==> src/rtl/if_fetch_pkg.sv <==
// Shared definitions for the instruction fetch stage: bus widths, FSM
// encodings, the NOP word, the default bus timeout and stall-request levels.
package if_fetch_pkg;

  localparam int INST_ADDR_W = 32;
  localparam int INST_W      = 32;

  localparam logic [INST_W-1:0] NOP_INST = 32'h0000_0000;

  // Maximum number of WAIT cycles without an ack before the fetch is aborted.
  localparam int TIMEOUT_DEFAULT = 255;

  localparam logic STOP    = 1'b1;
  localparam logic NO_STOP = 1'b0;

  typedef enum logic [1:0] {
    S_IDLE = 2'd0,
    S_WAIT = 2'd1,
    S_HOLD = 2'd2
  } fetch_state_e;

endpackage

==> src/rtl/if_fetch.sv <==
// Instruction fetch stage: issues one bus request per fetch, waits for the
// ack (with timeout), and holds the fetched word for IF/ID until consumed.
module if_fetch
  import if_fetch_pkg::*;
#(
  parameter int TIMEOUT = TIMEOUT_DEFAULT
) (
  input  logic                   clk,
  input  logic                   rst,
  input  logic [INST_ADDR_W-1:0] pc_i,
  input  logic                   ce_i,
  input  logic [5:0]             stall,
  input  logic                   flush_i,
  output logic                   mem_req_o,
  output logic [INST_ADDR_W-1:0] mem_addr_o,
  input  logic                   mem_ack_i,
  input  logic [INST_W-1:0]      mem_rdata_i,
  output logic [INST_ADDR_W-1:0] if_pc_o,
  output logic [INST_W-1:0]      if_inst_o,
  output logic                   if_valid_o,
  output logic                   stallreq_o,
  output logic                   fetch_err_o
);

  // Counter value seen in the last WAIT cycle before the fetch is abandoned.
  localparam logic [7:0] TMO_LAST = 8'(TIMEOUT - 1);

  // Wait counter step; saturates so a stuck counter can never wrap to zero.
  function automatic logic [7:0] cnt_step(input logic [7:0] c);
    return (c == 8'hFF) ? c : c + 8'd1;
  endfunction

  fetch_state_e state, state_nxt;

  logic                   drop;
  logic [7:0]             cnt;
  logic [INST_ADDR_W-1:0] req_addr;
  logic [INST_ADDR_W-1:0] buf_pc;
  logic [INST_W-1:0]      buf_inst;

  logic                   issue;
  logic                   capture;
  logic                   wait_done;
  logic                   timeout;
  logic                   cnt_inc;
  logic                   drop_set;
  logic                   req_c;
  logic [INST_ADDR_W-1:0] addr_c;
  logic                   hold_vld;

  // Only the PC-hold bit of the stall vector concerns this stage.
  logic stall_unused;
  assign stall_unused = ^stall[5:1];

  // Next-state decode and per-state bus request/address selection.
  always_comb begin
    state_nxt = state;
    issue     = 1'b0;
    capture   = 1'b0;
    wait_done = 1'b0;
    timeout   = 1'b0;
    cnt_inc   = 1'b0;
    drop_set  = 1'b0;
    req_c     = 1'b0;
    addr_c    = req_addr;
    case (state)
      S_IDLE: begin
        issue  = ce_i & ~flush_i;
        req_c  = issue;
        addr_c = pc_i;
        if (issue) state_nxt = S_WAIT;
      end
      S_WAIT: begin
        req_c = 1'b1;
        if (mem_ack_i) begin
          wait_done = 1'b1;
          // A flush arriving together with the ack discards the word as well.
          if (drop || flush_i) begin
            state_nxt = S_IDLE;
          end else begin
            capture   = 1'b1;
            state_nxt = S_HOLD;
          end
        end else if (cnt == TMO_LAST) begin
          wait_done = 1'b1;
          timeout   = 1'b1;
          state_nxt = S_IDLE;
        end else begin
          cnt_inc  = 1'b1;
          drop_set = flush_i | ~ce_i;
        end
      end
      S_HOLD: begin
        if (!stall[0] || flush_i) state_nxt = S_IDLE;
      end
      default: state_nxt = S_IDLE;
    endcase
  end

  // FSM state register.
  always_ff @(posedge clk) begin
    if (rst) state <= S_IDLE;
    else     state <= state_nxt;
  end

  // Wait counter and drop flag for the outstanding bus transaction.
  always_ff @(posedge clk) begin
    if (rst) begin
      cnt  <= 8'd0;
      drop <= 1'b0;
    end else if (issue) begin
      cnt  <= 8'd0;
      drop <= 1'b0;
    end else if (wait_done) begin
      drop <= 1'b0;
    end else if (cnt_inc) begin
      cnt <= cnt_step(cnt);
      if (drop_set) drop <= 1'b1;
    end
  end

  // Request address and fetched instruction buffers.
  always_ff @(posedge clk) begin
    if (rst) begin
      req_addr <= '0;
      buf_pc   <= '0;
      buf_inst <= NOP_INST;
    end else begin
      if (issue) req_addr <= pc_i;
      if (capture) begin
        buf_pc   <= req_addr;
        buf_inst <= mem_rdata_i;
      end
    end
  end

  // Outputs are forced quiet during the reset cycle so a reset mid-WAIT
  // drops the request immediately.
  always_comb begin
    hold_vld    = (state == S_HOLD) & ~rst;
    mem_req_o   = req_c & ~rst;
    mem_addr_o  = addr_c;
    fetch_err_o = timeout & ~rst;
    if_valid_o  = hold_vld;
    if_inst_o   = hold_vld ? buf_inst : NOP_INST;
    if_pc_o     = hold_vld ? buf_pc : '0;
    stallreq_o  = (ce_i && (state != S_HOLD) && !flush_i && !rst) ? STOP : NO_STOP;
  end

endmodule

==> config.mk <==
export PLATFORM = sky130hd
export DESIGN_NAME = if_fetch
export DESIGN_NICKNAME = d
export VERILOG_FILES = /design/src/rtl/if_fetch_pkg.sv /design/src/rtl/if_fetch.sv
export SDC_FILE = /design/constraint.sdc
export NUM_CORES = 1
export LEC_CHECK = 0
export BUFFER_PORTS_ARGS = -buffer_cell sky130_fd_sc_hd__buf_2
export CORE_ASPECT_RATIO = 1.1
export CORE_MARGIN = 2
export CORE_UTILIZATION = 35
export CTS_BUF_LIST = sky130_fd_sc_hd__clkbuf_8
export CTS_CLUSTER_SIZE = 28
export DETAILED_ROUTE_END_ITERATION = 8
export PLACE_DENSITY = 0.62
export SLEW_MARGIN = 5
export SYNTH_ARGS = -nofsm -noshare
export SYNTH_HDL_FRONTEND = slang
export SYNTH_SLANG_ARGS = --single-unit
==> constraint.sdc <==
create_clock -name clk -period 1.9 [get_ports clk]
set_input_delay 0.285 -clock clk [delete_from_list [all_inputs] [get_ports clk]]
set_output_delay 0.285 -clock clk [all_outputs]
set_load 0.005 [all_outputs]
Word level (Yosys, flattened, before mapping):

Index checks and enable logic that the tools add are counted.

* word-level logic and storage cells: 65
* output and inout bits: 100
* input port bits: 75
* bits in registers: 107

* equal/unequal tests: 8
* muxes and demuxes: 26
* bitwise operators: 10
* reduce and logical (&&, ||, !) cells: 14
* add/sub/neg operators: 1

Operators with widths (number)
* $mux 32: 3
* $eq 8x8->1 const B: 2
* $mux 1: 16
* $mux 2: 5
* $add 8x1->8 const B: 1
* $ne 2x2->1 const B: 3
* $pmux 2 s3: 1
* $reduce_and 3->1: 2
* $not 1->1: 5
* $and 1x1->1: 4
* $logic_and 1x1->1: 3
* $logic_not 1->1: 3
* $ne 3x3->1 const B: 1
* $reduce_or 3->1: 1
* $eq 2x1->1 const B: 1
* $eq 2x2->1 const B: 1
* $logic_not 2->1: 1
* $logic_or 1x1->1: 2
* $pmux 1 s2: 1
* $reduce_and 2->1: 1
* $reduce_or 2->1: 1
* $or 1x1->1: 1

Depth between registers and ports, before layout:

* word-level depth: 6
* mapped depth: 6
* depth with buffers taken out: 5

Worst setup path after synthesis:

OpenSTA, ideal clock, no wires.

* path type: reg-to-output
* start: register state[0]
* end: output mem_addr_o[0]
* data arrival time: 1268 ps
* required time: 1615 ps
* stages on the path, launching flop included: 5
* buffers on the path: 2
* path slack: 347 ps
* cells stage by stage: dfxtp_1 buf_2 nor2_1 buf_2 mux2_2

* longest elaborated chain between the ends: 2

Ends and longest elaborated chain
* start: declaration: line if_fetch.sv:33 `fetch_state_e state, state_nxt;`
* start signal: assignment: line if_fetch.sv:103 `else state <= state_nxt;`
* $logic_not 2->1: line if_fetch.sv:66 `case (state)`
* $mux 32: line if_fetch.sv:66
* end: declaration: line if_fetch.sv:15 `output logic [INST_ADDR_W-1:0] mem_addr_o,`

Every way passes these cells.

Worst setup path in the final report:

* start: register state[1]
* end: output if_inst_o[27]

* longest elaborated chain between the ends: 3

Ends and longest elaborated chain
* $eq 2x2->1: line if_fetch.sv:140 `hold_vld = (state == S_HOLD) & ~rst;`
* $and 1x1->1: line if_fetch.sv:140
* $mux 32: line if_fetch.sv:145 `if_inst_o = hold_vld ? buf_inst : NOP_INST;`
* end: declaration: line if_fetch.sv:19 `output logic [INST_W-1:0] if_inst_o,`

Every way passes these cells.

==> results by group <==
Outcome
  • Outcome: finished, violations left
  • Failing checks: negative setup slack

Clocking
  • H-tree depth: 3
  • CTS Buf Count: 9
  • Root Driver: clkbuf_8
  • Longest Clk Path Bufs: 2
  • CTS Sinks: 107
  • Clk slew on worst S/H paths: 0.09 ns
  • TritonCTS clock tree: built
  • Clk_lat worst skew: 0.37 ns

Timing
  • Slew Viols, Final: 0
  • Clk_skew: 0.00807 ns
  • Highest Clock Rate: 513 MHz
  • Final period util: 1.03
  • Fin Hold WS: 0.155 ns
  • Worst setup margin: -0.0478 ns
  • RSZ-0062 raised after global routing: true
  • Worst slew pin tran: 0.712 ns
  • Max-slew headroom: 0.526
  • Final Hold Fails: 0
  • Final setup violation count: 27
  • Tmin final: 1.95 ns

Logic synthesis
  • Ys flop type: dfxtp_1
  • Top cells by area, synth: dfxtp_1 (43%), a21oi_1 (9.8%), and2_1 (8.5%)
  • Ys async rst share: 0
  • Post-synth top area cell: dfxtp_1
  • Number of flops mapped to enable cells by yosys: 0
  • Post-synthesis sequential area ratio: 0.427
  • Post-synth top area share: 0.427
  • Yosys reg bits: 107
  • Avg Cell Area, Syn: 8.16 um2
  • Synth cell types: 40
  • Syn nets: 692
  • Post-Syn Area: 5020 um2
  • Syn Inst Count: 615
  • Ys Warns: 0

Global routing
  • Tot GR Track Use: 0.187
  • First-pass GRT wire length: 23.2 mm
  • Number of global-route vias before repair: 4,676
  • Overflow after GRT: 0
  • Largest net degree at the start of global routing: 66
  • Initial antenna violation count: 0

Final layout
  • Post-route cell area: 6620 um2
  • Area Growth Syn to Fin: 31.9%
  • Cell Count, Final, Fillers Out: 956
  • Ant diodes: 0
  • Share of layout cells above drive strength 1: 0.375
  • Nets@finish: 842

Place
  • Routability cong.: 0.781
  • PortBufs: 169
  • Hpwl dp: 9.73 mm
  • # placed instances: 934
  • Pre-CTS setup slack: 0.0719 ns
  • Placed Area: 6060 um2

Critical path
  • WS Path Type: reg -> out
  • Worst Path Required: 1.62 ns
  • Slowest CP cell: dfxtp_4
  • Delay-heaviest family, CP: simple AND/OR/NAND/NOR gates
  • Crit-path max cell delay: 0.39 ns
  • Critical-path cell list: nor2b_4 > nor2b_4 > buf_12 > clkbuf_16 > and2_4 > buf_6
  • Crit start category: register
  • Worst Setup End Kind: output pin
  • Critical path fanouts, max: 6
  • Cell mode on critical path: nor2b_4
  • Worst EP arrival: 1.66 ns
  • Crit path buf inv count: 3

Power
  • Peak VDD IR: 306 uV
  • Cell Pwr Density: 613 nW/um2
  • LEAKAGE: 2.69 nW
  • Pwr Total: 4.06 mW

Floorplanning
  • Initial core utilization: 0.361
  • Die height: 130 um
  • Core box area: 13,900 um2
  • Area of the die: 15,300 um2
  • Io pins: 175
  • Row count: 45
  • Die Span X: 118 um

Routing
  • WL final: 14.9 mm
  • DR vias: 4,915
  • Residual DRC: 0
  • Drt pass-1 iters: 5
  • Wire per inst: 15.6 um
  • Vias per cell: 5.14
  • Iter 0 DRT Violations: 327
  • Antenna violation net count after detailed routing: 0

Worst hold path
  • Hold Path Class: in -> reg

Job
  • Maxcap violations: 0
through the flow:
step,utilization,TNS [ns]
6_report,0.476,-0.633
5_1_grt,0.476,-4.96
4_1_cts,0.456,-0.712
3_5_place_dp,0.436,0
3_3_place_gp,0.436,0
2_1_floorplan,-,0
layer usage:
layer,track usage,part of all wire,vias up
met5,0,0,-
met4,0.0695,0.021,0
met3,0.0352,0.058,25
met2,0.328,0.50,170
met1,0.230,0.42,2300
li1,-,-,2420
report_power, final:
part / leakage [nW] / internal, mW / switching, mW
Clock: 0.0906 / 0.490 / 0.730
Combinational: 1.73 / 0.231 / 0.285
Sequential: 0.869 / 2.29 / 0.0372
Total: 2.69 / 3.01 / 1.05
Yosys cell counts, types with 2 or more instances:
master    instances
dfxtp_1         107
nor3_1            5
nor2b_1           3
nor2_1            4
nand2b_1          2
mux2_2           34
a311oi_1          2
o31ai_1           2
a31oi_1           4
and3_1            2
and2_1           68
inv_1             4
buf_2            11
a21oi_1          98
o21ai_0          66
nand2_1          66
clkbuf_1         40
ha_1              2
a211oi_1          4
buf_6             3
buf_4             5
nand3_1          65
state kept, by name (all words and copies together) (netlist names):
name and count:
buf_inst 32, buf_pc 32, cnt 8, drop 1
req_addr 32, state 2
kinds of logic after synthesis:
logic type,Yosys count,synth area share
AOI/OAI and AO/OA,181,0.190
adders and majority gates,2,0.00499
buffers and inverters,64,0.0588
DFF,107,0.427
muxes,34,0.0763
and+or+nand+nor,227,0.243
area by class of cell:
cell class                 count  area (um2)
fill                        1362        7290
multi-input combinational    444        2700
sequential                   107        2150
timing repair buffer         198        1350
tap                          188         235
clock buffer                  10         138
clock inverter                 4        21.3
inverter                       5        18.8
final timing paths:
check / to / depth (start not counted) / start / slack (ns)
worst max-delay path: if_inst_o[27] / 6 / state[1] / -0.05
worst max register to register: cnt[0] / 4 / cnt[2] / 0.11
worst min register to register: req_addr[30] / 2 / req_addr[30] / 0.47
worst min-delay path: req_addr[3] / 3 / pc_i[3] / 0.15
layout by cell type, fill, tap and decap left out, types with 3 or more instances in the layout:
cell,instances
o21ai_0,66
buf_2,143
nor2_1,3
a31oi_1,4
dfxtp_1,102
dfxtp_2,3
nor4b_4,3
clkbuf_8,10
buf_12,5
and2_1,43
a211oi_1,4
buf_6,28
and2_4,25
nand2_1,66
inv_1,6
nor3_1,5
nand3_1,64
a21oi_1,98
mux2_2,34
buf_4,19
worst register-to-register path: stages, from the launching register on:
cell and delay (ns):
dfxtp_1 0.42, nand4_1 0.26, buf_4 0.24, o31ai_1 0.38, mux2_2 0.38
repair_timing:
item	CTS	global route
hold buffers	0	0
pin swaps	7	18
resized for setup	15	52
setup buffers	5	0
gates cloned	1	3
endpoints found under the setup margin	98	97
(Power assumes the default switching activity.)
